`config.mk`:
```
export PLATFORM = sky130hd
export DESIGN_NAME = rom_loader
export DESIGN_NICKNAME = d
export VERILOG_FILES = /design/src/rtl/rom_pkg.sv /design/src/rtl/bram_sdp.sv /design/src/rtl/rom_loader.sv
export SDC_FILE = /design/constraint.sdc
export NUM_CORES = 1
export LEC_CHECK = 0
export ABC_CLOCK_PERIOD_IN_PS = 6600
export CORE_MARGIN = 4
export CORE_UTILIZATION = 35
export CTS_CLUSTER_DIAMETER = 200
export DETAILED_ROUTE_END_ITERATION = 7
export HOLD_SLACK_MARGIN = 0.02
export SLEW_MARGIN = 20
export SYNTH_ARGS = -nofsm -noshare
export SYNTH_HDL_FRONTEND = slang
export SYNTH_HIERARCHICAL = 1
export SYNTH_SLANG_ARGS = --single-unit
```
`constraint.sdc`:
```
create_clock -name clk -period 6.6 [get_ports clk]
set_input_delay 1.65 -clock clk [delete_from_list [all_inputs] [get_ports clk]]
set_output_delay 1.65 -clock clk [all_outputs]
set_load 0.005 [all_outputs]
```
`src/rtl/rom_pkg.sv`:
```
// Shared definitions for the run-time loadable ROM blocks: loader state encoding
// and the default word/address geometry used by the ROM family.
package rom_pkg;

    localparam int ROM_DATA_WIDTH = 20;
    localparam int ROM_ADDR_WIDTH = 6;

    typedef enum logic [1:0] {
        IDLE = 2'd0,
        LOAD = 2'd1,
        DONE = 2'd2
    } load_state_t;

endpackage

```
`src/rtl/bram_sdp.sv`:
```
// Simple dual-port block RAM: one write port, one registered read-first read port.
// Contents are never cleared; only the read register is reset.
module bram_sdp
    import rom_pkg::*;
#(
    parameter int DATA_WIDTH = ROM_DATA_WIDTH,
    parameter int ADDR_WIDTH = ROM_ADDR_WIDTH
) (
    input  logic                  clk,
    input  logic                  rst,
    input  logic                  wr_en,
    input  logic [ADDR_WIDTH-1:0] wr_addr,
    input  logic [DATA_WIDTH-1:0] wr_data,
    input  logic                  rd_en,
    input  logic [ADDR_WIDTH-1:0] rd_addr,
    output logic [DATA_WIDTH-1:0] rd_data,
    output logic                  rd_valid
);

    localparam int DEPTH = 2 ** ADDR_WIDTH;

    (* ram_style = "block" *) logic [DATA_WIDTH-1:0] mem [DEPTH];

    always_ff @(posedge clk) begin
        if (wr_en) begin
            mem[wr_addr] <= wr_data;
        end
    end

    // Non-blocking read of mem on the same edge as a write gives read-first behaviour.
    always_ff @(posedge clk) begin
        if (rst) begin
            rd_data  <= '0;
            rd_valid <= 1'b0;
        end else begin
            rd_valid <= rd_en;
            if (rd_en) begin
                rd_data <= mem[rd_addr];
            end
        end
    end

endmodule

```
`src/rtl/rom_loader.sv`:
```
// Streams handshaked words into an internal block RAM from address 0 and exposes
// a 1-cycle-latency read port, so consumers see a ROM filled at run time.
module rom_loader
    import rom_pkg::*;
#(
    parameter int DATA_WIDTH = ROM_DATA_WIDTH,
    parameter int ADDR_WIDTH = ROM_ADDR_WIDTH,
    parameter int LOAD_COUNT = 2 ** ROM_ADDR_WIDTH
) (
    input  logic                  clk,
    input  logic                  rst,
    input  logic                  start,
    input  logic                  in_valid,
    output logic                  in_ready,
    input  logic [DATA_WIDTH-1:0] in_data,
    output logic                  busy,
    output logic                  done,
    output logic [ADDR_WIDTH:0]   wr_count,
    input  logic                  rd_en,
    input  logic [ADDR_WIDTH-1:0] rd_addr,
    output logic [DATA_WIDTH-1:0] rd_data,
    output logic                  rd_valid
);

    localparam logic [ADDR_WIDTH:0] LAST_COUNT = (ADDR_WIDTH + 1)'(LOAD_COUNT - 1);

    load_state_t           state;
    load_state_t           state_next;
    logic [ADDR_WIDTH-1:0] wr_addr;
    logic                  accept;
    logic                  clear;

    always_ff @(posedge clk) begin
        if (rst) begin
            state    <= IDLE;
            wr_addr  <= '0;
            wr_count <= '0;
        end else begin
            state <= state_next;
            if (clear) begin
                wr_addr  <= '0;
                wr_count <= '0;
            end else if (accept) begin
                // wr_addr may roll over after the final word; in_ready is already low by then.
                wr_addr  <= wr_addr + 1'b1;
                wr_count <= wr_count + 1'b1;
            end
        end
    end

    always_comb begin
        state_next = state;
        in_ready   = 1'b0;
        busy       = 1'b0;
        done       = 1'b0;
        accept     = 1'b0;
        clear      = 1'b0;
        case (state)
            IDLE: begin
                if (start) begin
                    clear      = 1'b1;
                    state_next = LOAD;
                end
            end
            LOAD: begin
                in_ready = 1'b1;
                busy     = 1'b1;
                accept   = in_valid;
                if (in_valid && (wr_count == LAST_COUNT)) begin
                    state_next = DONE;
                end
            end
            DONE: begin
                done = 1'b1;
                if (start) begin
                    clear      = 1'b1;
                    state_next = LOAD;
                end
            end
            default: begin
                state_next = IDLE;
            end
        endcase
    end

    bram_sdp #(
        .DATA_WIDTH(DATA_WIDTH),
        .ADDR_WIDTH(ADDR_WIDTH)
    ) u_ram (
        .clk     (clk),
        .rst     (rst),
        .wr_en   (accept),
        .wr_addr (wr_addr),
        .wr_data (in_data),
        .rd_en   (rd_en),
        .rd_addr (rd_addr),
        .rd_data (rd_data),
        .rd_valid(rd_valid)
    );

endmodule

```
==> impl_metrics.csv <==
group,metric,value,unit
layout,drive_above_1_share,28.8,%
synthesis,syn_inst,2599,
die,start_util,35.3,%
layout,syn2layout_area_growth,15.5,%
placed_design,portBuffers,61,
worst_setup_path,required,6.95,ns
synthesis,synth.yosys.seq_area_share,77.2,%
worst_setup_path,worstSetupStartpointType,"input pin",
timing,post-route-min-period,4.34,ns
drt,ant_nets,0,
timing,fmax,230,MHz
clock_tree,cts_tree,"built",
min_path,hp-class,"reg -> reg",
synthesis,synth_top_cell_area_share,75.7,%
worst_setup_path,cp-startpoint,"in_valid",
placed_design,place.gp.congestion,0.792,
clock_tree,clkSinkCount,1316,
drt,highest_layer,"met5",
global_route,grt_remaining_overflow,0,
timing,setup_slack,2.26,ns
synthesis,yosysWarnings,6,
clock_tree,cts_buffer_depth,3,
pwr,leakagePower,17.9,nW
drt,wl_met3,9.72,mm
die,die_w,389,um
timing,slew_headroom,24.1,%
timing,tightest_slew,1.14,ns
min_path,worstHoldStart,"wr_count[6]$_SDFFE_PP0P_",
pwr,vdd_drop_max,193,uV
die,core,144000,sq um
layout,fill_cells,12640,
global_route,grt_pass1_wl,182,mm
synthesis,syn-cell-area,50800,sq um
synthesis,synthesis.nets,2632,
run_status,status,"finished clean",
die,die_h,389,um
timing,final_max_slew_viol_count,0,
worst_setup_path,worstPathMaxFanout,20,
worst_setup_path,cp-end-kind,"flip-flop",
placed_design,hpwl,72.6,mm
synthesis,synth_ff_type,"edfxtp_1",
timing,skew,0.0233,ns
synthesis,synthAdderAreaFrac,0.0493,%
run,maxCapViolCount,0,
timing,rsz0062_at_grt,"false",
synthesis,synth-compound-area-share,5.38,%
clock_tree,cts-buffers-inserted,138,
global_route,grt_usage,16.5,%
drt,detail_route.wl_per_cell,26.7,um
synthesis,synthMuxAreaShare,12.4,%
timing,hold_slack,0.505,ns
synthesis,synth_top_family_by_area,"multiplexers",
clock_tree,htree_levels,4,
timing,fin_crit_sh,65.8,%
clock_tree,clk_pin_slew,0.06,ns
synthesis,synth-xor-area-share,0.0690,%
clock_tree,cts_hold_buffers,0,
worst_setup_path,critical_path_arrival,4.69,ns
layout,fin_nets,2772,
clock_tree,clock_latency,0.73,ns
placed_design,dp_slack,1.57,ns
synthesis,yosys-top-cells-area,"edfxtp_1 76%, mux4_2 7.1%, mux2_2 5.3%",
die,dieArea,151000,sq um
pwr,power.total,0.0178,W
drt,first_pass_iters,5,
global_route,grt_max_degree,108,
clock_tree,cts-root-buf,"clkbuf_16",
global_route,grt_pass1_vias,25274,
drt,met2_wirelength,59.0,mm
timing,tns,0,ns
die,num_io_pins,62,
synthesis,netlist.top_cell.by_area,"edfxtp_1",
drt,met1_length,55.7,mm
synthesis,synth_most_common_cell,"edfxtp_1",
clock_tree,cts_setup_buffers,0,
global_route,antenna_found_initial,5,
synthesis,synthSimpleGateAreaFrac,3.44,%
clock_tree,postCtsResizedCells,0,
synthesis,synth.distinct_cells,42,
drt,drt-initial-drc-count,2810,
synthesis,ys_ff_latch,1316,
synthesis,synth_edf_count,1280,
synthesis,async_reset_ff_share,0,%
synthesis,avgSynthCellArea,19.5,sq um
drt,route.detailed.drc,0,
timing,setup_violations,0,
drt,via_per_inst,5.39,
worst_setup_path,criticalPathCategory,"in -> reg",
timing,hold_viol,0,
die,rows,139,
drt,num_vias,25658,
synthesis,synth_common_cells,"1280 x edfxtp_1, 240 x mux2_2, 160 x mux4_2",
worst_setup_path,rr_startpoint,"state[1]$_SDFFE_PP0P_",
pwr,powerDensity,303,nW/um^2
drt,routed_wl,127,mm
==> path summary, 6_finish.rpt <==
path,to,cells after the start,slack (ns)
setup reg to reg,u_ram/mem[36][8]$_DFFE_PP_,5,3.33
setup / recovery,u_ram/mem[36][8]$_DFFE_PP_,6,2.26
hold / removal,wr_count[6]$_SDFFE_PP0P_,2,0.51
hold reg to reg,wr_count[6]$_SDFFE_PP0P_,2,0.51
==> cell usage in the layout, fill, tap and decap left out, types with 22 or more instances in the layout <==
master / synthesis / layout
mux4_2: 160 / 160
nor3_1: 81 / 79
dfxtp_1: 36 / 36
a22o_1: 40 / 40
mux2_2: 240 / 240
clkinv_2: 0 / 26
clkbuf_16: 0 / 148
edfxtp_1: 1280 / 1280
o21ai_0: 85 / 85
o31ai_1: 42 / 42
nor2_2: 0 / 52
a22oi_1: 40 / 40
a211oi_1: 80 / 80
or3b_2: 22 / 22
o22ai_1: 80 / 80
buf_4: 4 / 90
clkdlybuf4s50_1: 0 / 39
nor2b_1: 89 / 88
clkinv_1: 0 / 30
==> critical path, stage by stage <==
cell and delay (ns):
clkdlybuf4s50_1 0.59, nand3b_2 0.28, inv_1 0.31, nor2b_1 0.28, nand2_1 0.50, nor2_2 1.06
==> metal layers <==
| metal | vias to the layer above | global-route usage (%) |
|---|---|---|
| met1 | 13551 | 23.7 |
| met5 | - | 0 |
| met4 | 2 | 4.10 |
| met2 | 924 | 25.7 |
| met3 | 157 | 3.71 |
| li1 | 11024 | - |
==> per-stage QoR <==
stage,utilization (%),cell area (sq um),cells
2_1_floorplan,-,50800,2599
3_3_place_gp,37.5,54000,4502
3_5_place_dp,37.5,54000,4502
4_1_cts,40.7,58600,4755
5_1_grt,40.8,58600,4755
6_report,40.8,58600,4762
==> power breakdown <==
group          switching, W  internal (W)
sequential        0.0000265       0.00918
clock               0.00313       0.00465
combinational      0.000534      0.000268
==> registers in the layout, summed over array words and instances (netlist names) <==
name            count
wr_count            7
wr_addr             6
u_ram/rd_data      20
u_ram/rd_valid      1
u_ram/mem        1280
state               2
==> cells by family (layout without fill, tap and decap cells) <==
logic type,after synthesis,after routing
flip-flops,1316,1316
multiplexers,400,400
AO/OA/AOI/OAI,398,398
AND/OR/NAND/NOR,318,318
buffers and inverters,161,414
XOR/XNOR,4,4
adder cells (fa/ha/maj),2,2
other,0,7
==> final cells by class <==
cell class | count | area, sq um | share of cell area [%]
clock inverter | 82 | 782 | 1.33
antenna | 7 | 17.5 | 0.0299
timing repair buffer | 159 | 1370 | 2.34
inverter | 2 | 7.51 | 0.0128
multi-input combinational | 1122 | 11100 | 18.9
tap | 1903 | 2380 | 4.06
sequential | 1316 | 39200 | 66.8
clock buffer | 171 | 3810 | 6.50
(Power assumes the default switching activity.)
